[config.mk]
export PLATFORM = sky130hd
export DESIGN_NAME = vga_scan_ctrl
export DESIGN_NICKNAME = d
export VERILOG_FILES = /design/src/rtl/vga_scan_ctrl.sv
export SDC_FILE = /design/constraint.sdc
export NUM_CORES = 1
export LEC_CHECK = 0
export CAP_MARGIN = 0
export CELL_PAD_IN_SITES_DETAIL_PLACEMENT = 1
export CELL_PAD_IN_SITES_GLOBAL_PLACEMENT = 1
export CORE_MARGIN = 5
export CORE_UTILIZATION = 38
export DETAILED_ROUTE_END_ITERATION = 10
export PLACE_DENSITY = 0.85
export REMOVE_ABC_BUFFERS = 1
export SYNTH_ARGS = -nofsm -noshare
export SYNTH_HDL_FRONTEND = slang
export SYNTH_SLANG_ARGS = --single-unit
[constraint.sdc]
create_clock -name Clk -period 2.57 [get_ports Clk]
set_input_delay 0.771 -clock Clk [delete_from_list [all_inputs] [get_ports Clk]]
set_output_delay 0.771 -clock Clk [all_outputs]
set_load 0.01 [all_outputs]
[src/rtl/vga_scan_ctrl.sv]
// VGA raster scan controller: pixel-clock enable, h/v position counters,
// registered sync/blank decode aligned with DrawX/DrawY, and a frame_start
// pulse at the top of vertical blanking.
module vga_scan_ctrl #(
  parameter int unsigned H_VISIBLE = 640,
  parameter int unsigned H_FRONT   = 16,
  parameter int unsigned H_SYNC    = 96,
  parameter int unsigned H_BACK    = 48,
  parameter int unsigned V_VISIBLE = 480,
  parameter int unsigned V_FRONT   = 10,
  parameter int unsigned V_SYNC    = 2,
  parameter int unsigned V_BACK    = 33
) (
  input  logic       Clk,
  input  logic       Reset,
  output logic       VGA_CLK,
  output logic       VGA_HS,
  output logic       VGA_VS,
  output logic       VGA_BLANK_N,
  output logic       VGA_SYNC_N,
  output logic [9:0] DrawX,
  output logic [9:0] DrawY,
  output logic       frame_start
);

  localparam int unsigned CW = 10;

  localparam int unsigned H_TOTAL = H_VISIBLE + H_FRONT + H_SYNC + H_BACK;
  localparam int unsigned V_TOTAL = V_VISIBLE + V_FRONT + V_SYNC + V_BACK;

  localparam logic [CW-1:0] H_LAST   = CW'(H_TOTAL - 1);
  localparam logic [CW-1:0] V_LAST   = CW'(V_TOTAL - 1);
  localparam logic [CW-1:0] H_VIS    = CW'(H_VISIBLE);
  localparam logic [CW-1:0] V_VIS    = CW'(V_VISIBLE);
  localparam logic [CW-1:0] HS_START = CW'(H_VISIBLE + H_FRONT);
  localparam logic [CW-1:0] HS_END   = CW'(H_VISIBLE + H_FRONT + H_SYNC);
  localparam logic [CW-1:0] VS_START = CW'(V_VISIBLE + V_FRONT);
  localparam logic [CW-1:0] VS_END   = CW'(V_VISIBLE + V_FRONT + V_SYNC);

  logic          pix_en;
  logic [CW-1:0] hc;
  logic [CW-1:0] vc;
  logic [CW-1:0] hc_next;
  logic [CW-1:0] vc_next;
  logic          line_wrap;

  // Next raster position; only moves on pixel-enable edges
  always_comb begin
    hc_next   = hc;
    vc_next   = vc;
    line_wrap = 1'b0;
    if (pix_en) begin
      if (hc == H_LAST) begin
        hc_next   = '0;
        line_wrap = 1'b1;
        if (vc == V_LAST) begin
          vc_next = '0;
        end else begin
          vc_next = vc + CW'(1);
        end
      end else begin
        hc_next = hc + CW'(1);
      end
    end
  end

  // Counters plus sync/blank decoded from the next position so they change
  // on the same edge as DrawX/DrawY
  always_ff @(posedge Clk) begin
    if (Reset) begin
      pix_en      <= 1'b0;
      hc          <= '0;
      vc          <= '0;
      VGA_HS      <= 1'b1;
      VGA_VS      <= 1'b1;
      VGA_BLANK_N <= 1'b1;
      frame_start <= 1'b0;
    end else begin
      pix_en      <= ~pix_en;
      hc          <= hc_next;
      vc          <= vc_next;
      VGA_HS      <= !((hc_next >= HS_START) && (hc_next < HS_END));
      VGA_VS      <= !((vc_next >= VS_START) && (vc_next < VS_END));
      VGA_BLANK_N <= (hc_next < H_VIS) && (vc_next < V_VIS);
      frame_start <= line_wrap && (vc_next == V_VIS);
    end
  end

  assign VGA_CLK    = pix_en;
  assign VGA_SYNC_N = 1'b0;
  assign DrawX      = hc;
  assign DrawY      = vc;

endmodule
==> impl_metrics.yaml, run 1 <==
sta:
  max_freq_ghz: 0.445
  finalHoldViolations: 0
  setup-tns-final_ps: 0
  worst_slew_pin_slew_ps: 524
  slew_violations: 0
  period_minus_slack_ps: 2250
  finClkSkew_ps: 5.86
  slew_headroom: 0.647
  setup_viol: 0
  rsz0062_at_grt: "no"
  fin_crit_sh: 0.874
cells_and_area:
  multi_input_area_sq_um: 871
  syn_to_final_growth_pct: 25.0
  n_fill_cell: 451
  design_area_sq_mm: 0.00178
  drive_above_1_share: 0.122
  nets: 195
  diodes: 0
  register_area_sq_um: 500
drt:
  drtIter0Drc: 54
  drc: 0
  via_per_inst: 5.54
  drtPass1Iterations: 4
  ant_nets: 0
  wl_per_cell_microns: 17.5
  via_count: 1314
  wirelength_microns: 4160
clock_network:
  cts_max_level: 1
  cts_resized: 0
  post_cts_buffers: 0
  clock_latency_ps: 270
  cts_hold_buf: 0
  cts_tree: "yes"
  cts_buffers: 3
  clockBufferDepth: 2
  clock-root-buffer: "clkbuf_8"
  clkSinkCount: 25
  cts.clk_slew.worst_paths_ps: 90
die:
  ios: 28
  die_h_microns: 71.3
  rows: 22
  die_w_microns: 71.3
  core_sq_mm: 0.00366
  dieArea_sq_mm: 0.00508
  start_util: 0.390
yosys:
  synth_warnings: 0
  synth_top_area_frac: 0.351
  synthFlopType: "dfxtp_1"
  synth_edf_count: 0
  synth_area_leaders: "dfxtp_1 35%, xnor2_1 6.1%, nor3_1 4.6%"
  async_reset_ff_frac: 0
  synth_area_sq_mm: 0.00143
  syn_inst: 163
  yosys-top-cells-count: "25 x dfxtp_1, 14 x nand2_1, 14 x nor2_1"
  synth_cell_types: 50
  yosysTopAreaCell: "dfxtp_1"
  yosysMostFrequentCell: "dfxtp_1"
  syn_area_per_cell_sq_um: 8.75
  ys_ff_latch: 25
  ys_seq_area_frac: 0.351
critical_path:
  timing.rr.end: "VGA_VS$_SDFF_PP1_"
  r2r-start: "DrawX[0]$_SDFF_PP0_"
  cp_top_family: "buffers and inverters"
  crit_chain: "clkdlybuf4s50_1"
  r2r_setup_slack_ps: 380
  slowest_delay_ps: 620
  worstRegToRegCells: 6
  end_kind: "output pin"
  cp-start-kind: "register"
  cp.depth: 1
  required_ps: 1800
  crit_arrival_ps: 1480
  critPathKind: "register to output pin"
  cp_max_fo: 10
  slowest_stage: "clkdlybuf4s50_1"
  path_buf_inv: 1
global_routing:
  globalRouteTotalUtil: 0.171
  gr-total-overflow: 0
  grt_pass1_vias: 1489
  grt_pass1_wl_microns: 7160
  antenna_found_initial: 0
  grt_max_degree: 17
  gr-usage-met3: 0.0295
  met1_usage: 0.199
  busiest_layer: "met2"
  grt_use_met2: 0.316
min_path:
  hold_path_class: "register to register"
  min_path_cells: 2
  hp-start: "DrawY[9]$_SDFF_PP0_"
  min_to: "DrawY[9]$_SDFF_PP0_"
placement:
  gp_congestion: 0.957
  hpwl_microns: 3270
  place_area_sq_mm: 0.00174
  portBuffers: 26
power_and_ir_drop:
  power_frac_comb: 0.046
  switching_share: 0.228
  p_per_area_mw_per_mm2: 374
  switchingPower_mw: 0.152
  power_mw: 0.666
  p_int_mw: 0.514
  pwr-share-clk: 0.355
  cellLeakagePower_nw: 0.563
  pwr-share-seq: 0.599
  ir_drop_mv: 0.174
job:
  cap_violations: 0
status:
  outcome: "finished clean"
power by group through the flow:
| stage | logic [mW] | registers (mW) | clock network, mW |
|---|---|---|---|
| floorplan | 0.0106 | 0.408 | 0 |
| global placement | 0.0296 | 0.407 | 0 |
| detailed placement | 0.0301 | 0.408 | 0 |
| CTS | 0.0307 | 0.399 | 0.244 |
| global route | 0.0332 | 0.400 | 0.264 |
| finish | 0.0307 | 0.399 | 0.236 |
routing by layer:
| metal | vias to the layer above | part of all wire |
|---|---|---|
| li1 | 630 | - |
| met1 | 646 | 0.42 |
| met2 | 34 | 0.53 |
| met3 | 4 | 0.039 |
| met4 | 0 | 0.0096 |
| met5 | - | 0 |
worst max path at each step:
| stage | end | startpoint | slack (ps) |
|---|---|---|---|
| floorplan | frame_start$_SDFF_PP0_ | DrawX[0]$_SDFF_PP0_ | 420 |
| global placement | VGA_VS$_SDFF_PP1_ | DrawY[0]$_SDFF_PP0_ | 530 |
| detailed placement | VGA_VS$_SDFF_PP1_ | DrawY[0]$_SDFF_PP0_ | 420 |
| CTS | DrawY[3] | DrawY[3]$_SDFF_PP0_ | 310 |
| global route | DrawY[3] | DrawY[3]$_SDFF_PP0_ | 240 |
| finish | DrawY[3] | DrawY[3]$_SDFF_PP0_ | 320 |
final cells by class:
type	count	share of cell area
Multi-Input combinational cell	126	0.488
Sequential cell	25	0.281
Timing Repair Buffer	30	0.163
Tap cell	48	0.0337
Clock buffer	3	0.0232
Inverter	4	0.00842
Clock inverter	1	0.00281
registers in the layout, summed over array words and instances (netlist names):
register     cells
DrawX           10
DrawY           10
VGA_CLK          1
VGA_BLANK_N      1
VGA_HS           1
VGA_VS           1
frame_start      1
stage by stage:
step	cells	util	setup slack [ps]	hold WS, ps
global placement	233	0.474	532	495
detailed placement	233	0.474	420	508
floorplan	155	-	418	512
global route	237	0.487	244	555
CTS	237	0.487	312	522
finish	237	0.487	323	516
logic make-up after synthesis:
group / share of synthesized area
xor gates and xnor gates: 0.104
buffers and inverters: 0.0386
and+or+nand+nor: 0.333
AOI/OAI and AO/OA: 0.145
adders and majority gates: 0.0263
DFF: 0.351
other: 0.00263
cells in the final DEF, fill, tap and decap left out, drive strengths merged, types with 6 or more instances in the layout:
master         count
clkdlybuf4s50     26
nand2             15
xnor2             10
o21ai              9
nor2              14
a21oi              8
xor2               6
dfxtp             25
nand3              6
nor3              15
(Power assumes the default switching activity.)
==> run 2, diff against run 1 <==
Settings changed: CORE_UTILIZATION 38 to 40, PLACE_DENSITY 0.85 to 0.88.
Clock period 2.57 ns to 2.7 ns, I/O delays scaled along.
==> run 2 against run 1 <==
Against the previous run: routed wire length shrank 5.4%; via count is 0.23% lower; worst setup slack better by 65 ps; clock power decreased by 30%; sequential share of layout area is 0.36 points higher; clock skew fell by 0.57 ps; utilization up 3.2 points; flip-flop and latch count unchanged; die area fell by 4.3%; first-iteration DRC count rose by 1.9%.
==> impl_metrics.yaml, run 2 (synthesis gave the netlist of run 1 again) <==
sta:
  hold_slack_ps: 525
  setup_viol: 0
  slew_violations: 0
  rsz0062_at_grt: "no"
  period_minus_slack_ps: 2310
  finClkSkew_ps: 5.29
  finalHoldViolations: 0
  max_freq_ghz: 0.433
  fin_crit_sh: 0.856
  setup-tns-final_ps: 0
  setup_slack_ps: 389
clock_network:
  clockBufferDepth: 2
  clock_latency_ps: 320
  cts_resized: 0
  post_cts_buffers: 0
  clkSinkCount: 25
  cts_max_level: 1
  clock-root-buffer: "clkbuf_4"
  cts_hold_buf: 0
  cts_tree: "yes"
  cts_buffers: 3
  cts.clk_slew.worst_paths_ps: 130
critical_path:
  slowest_stage: "clkdlybuf4s50_1"
  slowest_delay_ps: 610
  cp_max_fo: 10
  path_buf_inv: 1
  r2r-start: "DrawX[0]$_SDFF_PP0_"
  critPathKind: "register to output pin"
  required_ps: 1890
  crit_arrival_ps: 1500
  worstRegToRegCells: 6
  end_kind: "output pin"
  timing.rr.end: "VGA_HS$_SDFF_PP1_"
  crit_chain: "clkdlybuf4s50_1"
  cp-start-kind: "register"
  cp_top_family: "buffers and inverters"
  r2r_setup_slack_ps: 410
die:
  start_util: 0.421
  rows: 21
  core_sq_mm: 0.00339
  die_h_microns: 69.7
  die_w_microns: 69.7
  ios: 28
  dieArea_sq_mm: 0.00486
power_and_ir_drop:
  power_frac_comb: 0.053
  switching_share: 0.227
  p_per_area_mw_per_mm2: 327
  switchingPower_mw: 0.130
  power_mw: 0.576
  pwr-share-clk: 0.288
  p_int_mw: 0.445
  pwr-share-seq: 0.659
  cellLeakagePower_nw: 0.553
  ir_drop_mv: 0.219
cells_and_area:
  diodes: 0
  final_common_cell: "clkdlybuf4s50_1"
  final_util: 0.519
  stdcell_count: 235
  mostFrequentLayoutCells: "26 x clkdlybuf4s50_1, 25 x dfxtp_1, 14 x nand2_1, 14 x nor2_1, 13 x nor3_1"
  nets: 195
  drive_above_1_share: 0.116
  design_area_sq_mm: 0.00176
  syn_to_final_growth_pct: 23.4
drt:
  via_per_inst: 5.58
  wl_per_cell_microns: 16.7
  drtIter0Drc: 55
  ant_nets: 0
  wirelength_microns: 3930
  drc: 0
  via_count: 1311
  drtPass1Iterations: 4
global_routing:
  grt_max_degree: 14
  grt_pass1_wl_microns: 6710
  globalRouteTotalUtil: 0.168
  grt_pass1_vias: 1394
  gr-total-overflow: 0
  antenna_found_initial: 0
placement:
  gp_congestion: 0.897
  place_area_sq_mm: 0.00173
  hpwl_microns: 3080
  place_ws_ps: 441
  placed_cells: 231
  portBuffers: 26
min_path:
  hp-start: "DrawY[9]$_SDFF_PP0_"
  hold_path_class: "register to register"
  min_path_cells: 2
  min_to: "DrawY[9]$_SDFF_PP0_"
job:
  cap_violations: 0
status:
  outcome: "finished clean"
run 2: cell count changes in the layout (fill, tap and decap cells not counted):
cell,previous run,this run
clkbuf_1,0,1
clkinv_2,1,0
clkbuf_8,3,0
clkbuf_4,0,3
run 2: power by group through the flow:
stage / Combinational [mW] / Clock [mW] / Sequential, mW
3_5_place_dp: 0.0304 / 0 / 0.388
5_1_grt: 0.0330 / 0.189 / 0.381
3_3_place_gp: 0.0294 / 0 / 0.387
6_report: 0.0303 / 0.166 / 0.380
4_1_cts: 0.0307 / 0.170 / 0.380
2_1_floorplan: 0.0101 / 0 / 0.388
run 2: how the worst max path moves through the flow:
| stage | slack [ps] | from | endpoint | cells after the start |
|---|---|---|---|---|
| 3_5_place_dp | 440 | DrawX[0]$_SDFF_PP0_ | VGA_HS$_SDFF_PP1_ | 6 |
| 3_3_place_gp | 560 | DrawX[0]$_SDFF_PP0_ | VGA_HS$_SDFF_PP1_ | 6 |
| 2_1_floorplan | 550 | DrawX[0]$_SDFF_PP0_ | frame_start$_SDFF_PP0_ | 6 |
| 4_1_cts | 360 | VGA_CLK$_SDFF_PP0_ | VGA_CLK | 1 |
| 6_report | 390 | DrawY[3]$_SDFF_PP0_ | DrawY[3] | 1 |
| 5_1_grt | 250 | DrawX[0]$_SDFF_PP0_ | VGA_HS$_SDFF_PP1_ | 6 |
run 2: area by class of cell:
| cell class | instances | area (sq um) |
|---|---|---|
| fillers | 405 | 1630 |
| multi-input cells | 126 | 871 |
| inverters | 4 | 15.0 |
| well taps | 46 | 57.6 |
| repair buffers | 30 | 290 |
| clock buffers | 4 | 26.3 |
| flip-flops and latches | 25 | 500 |
run 2: routing by layer:
layer  share of wire  vias to the layer above  global-route usage
li1                -                      642                   -
met1            0.43                      625               0.193
met5               0                        -                   0
met2            0.51                       38               0.305
met4           0.016                        0              0.0596
met3           0.049                        6              0.0333
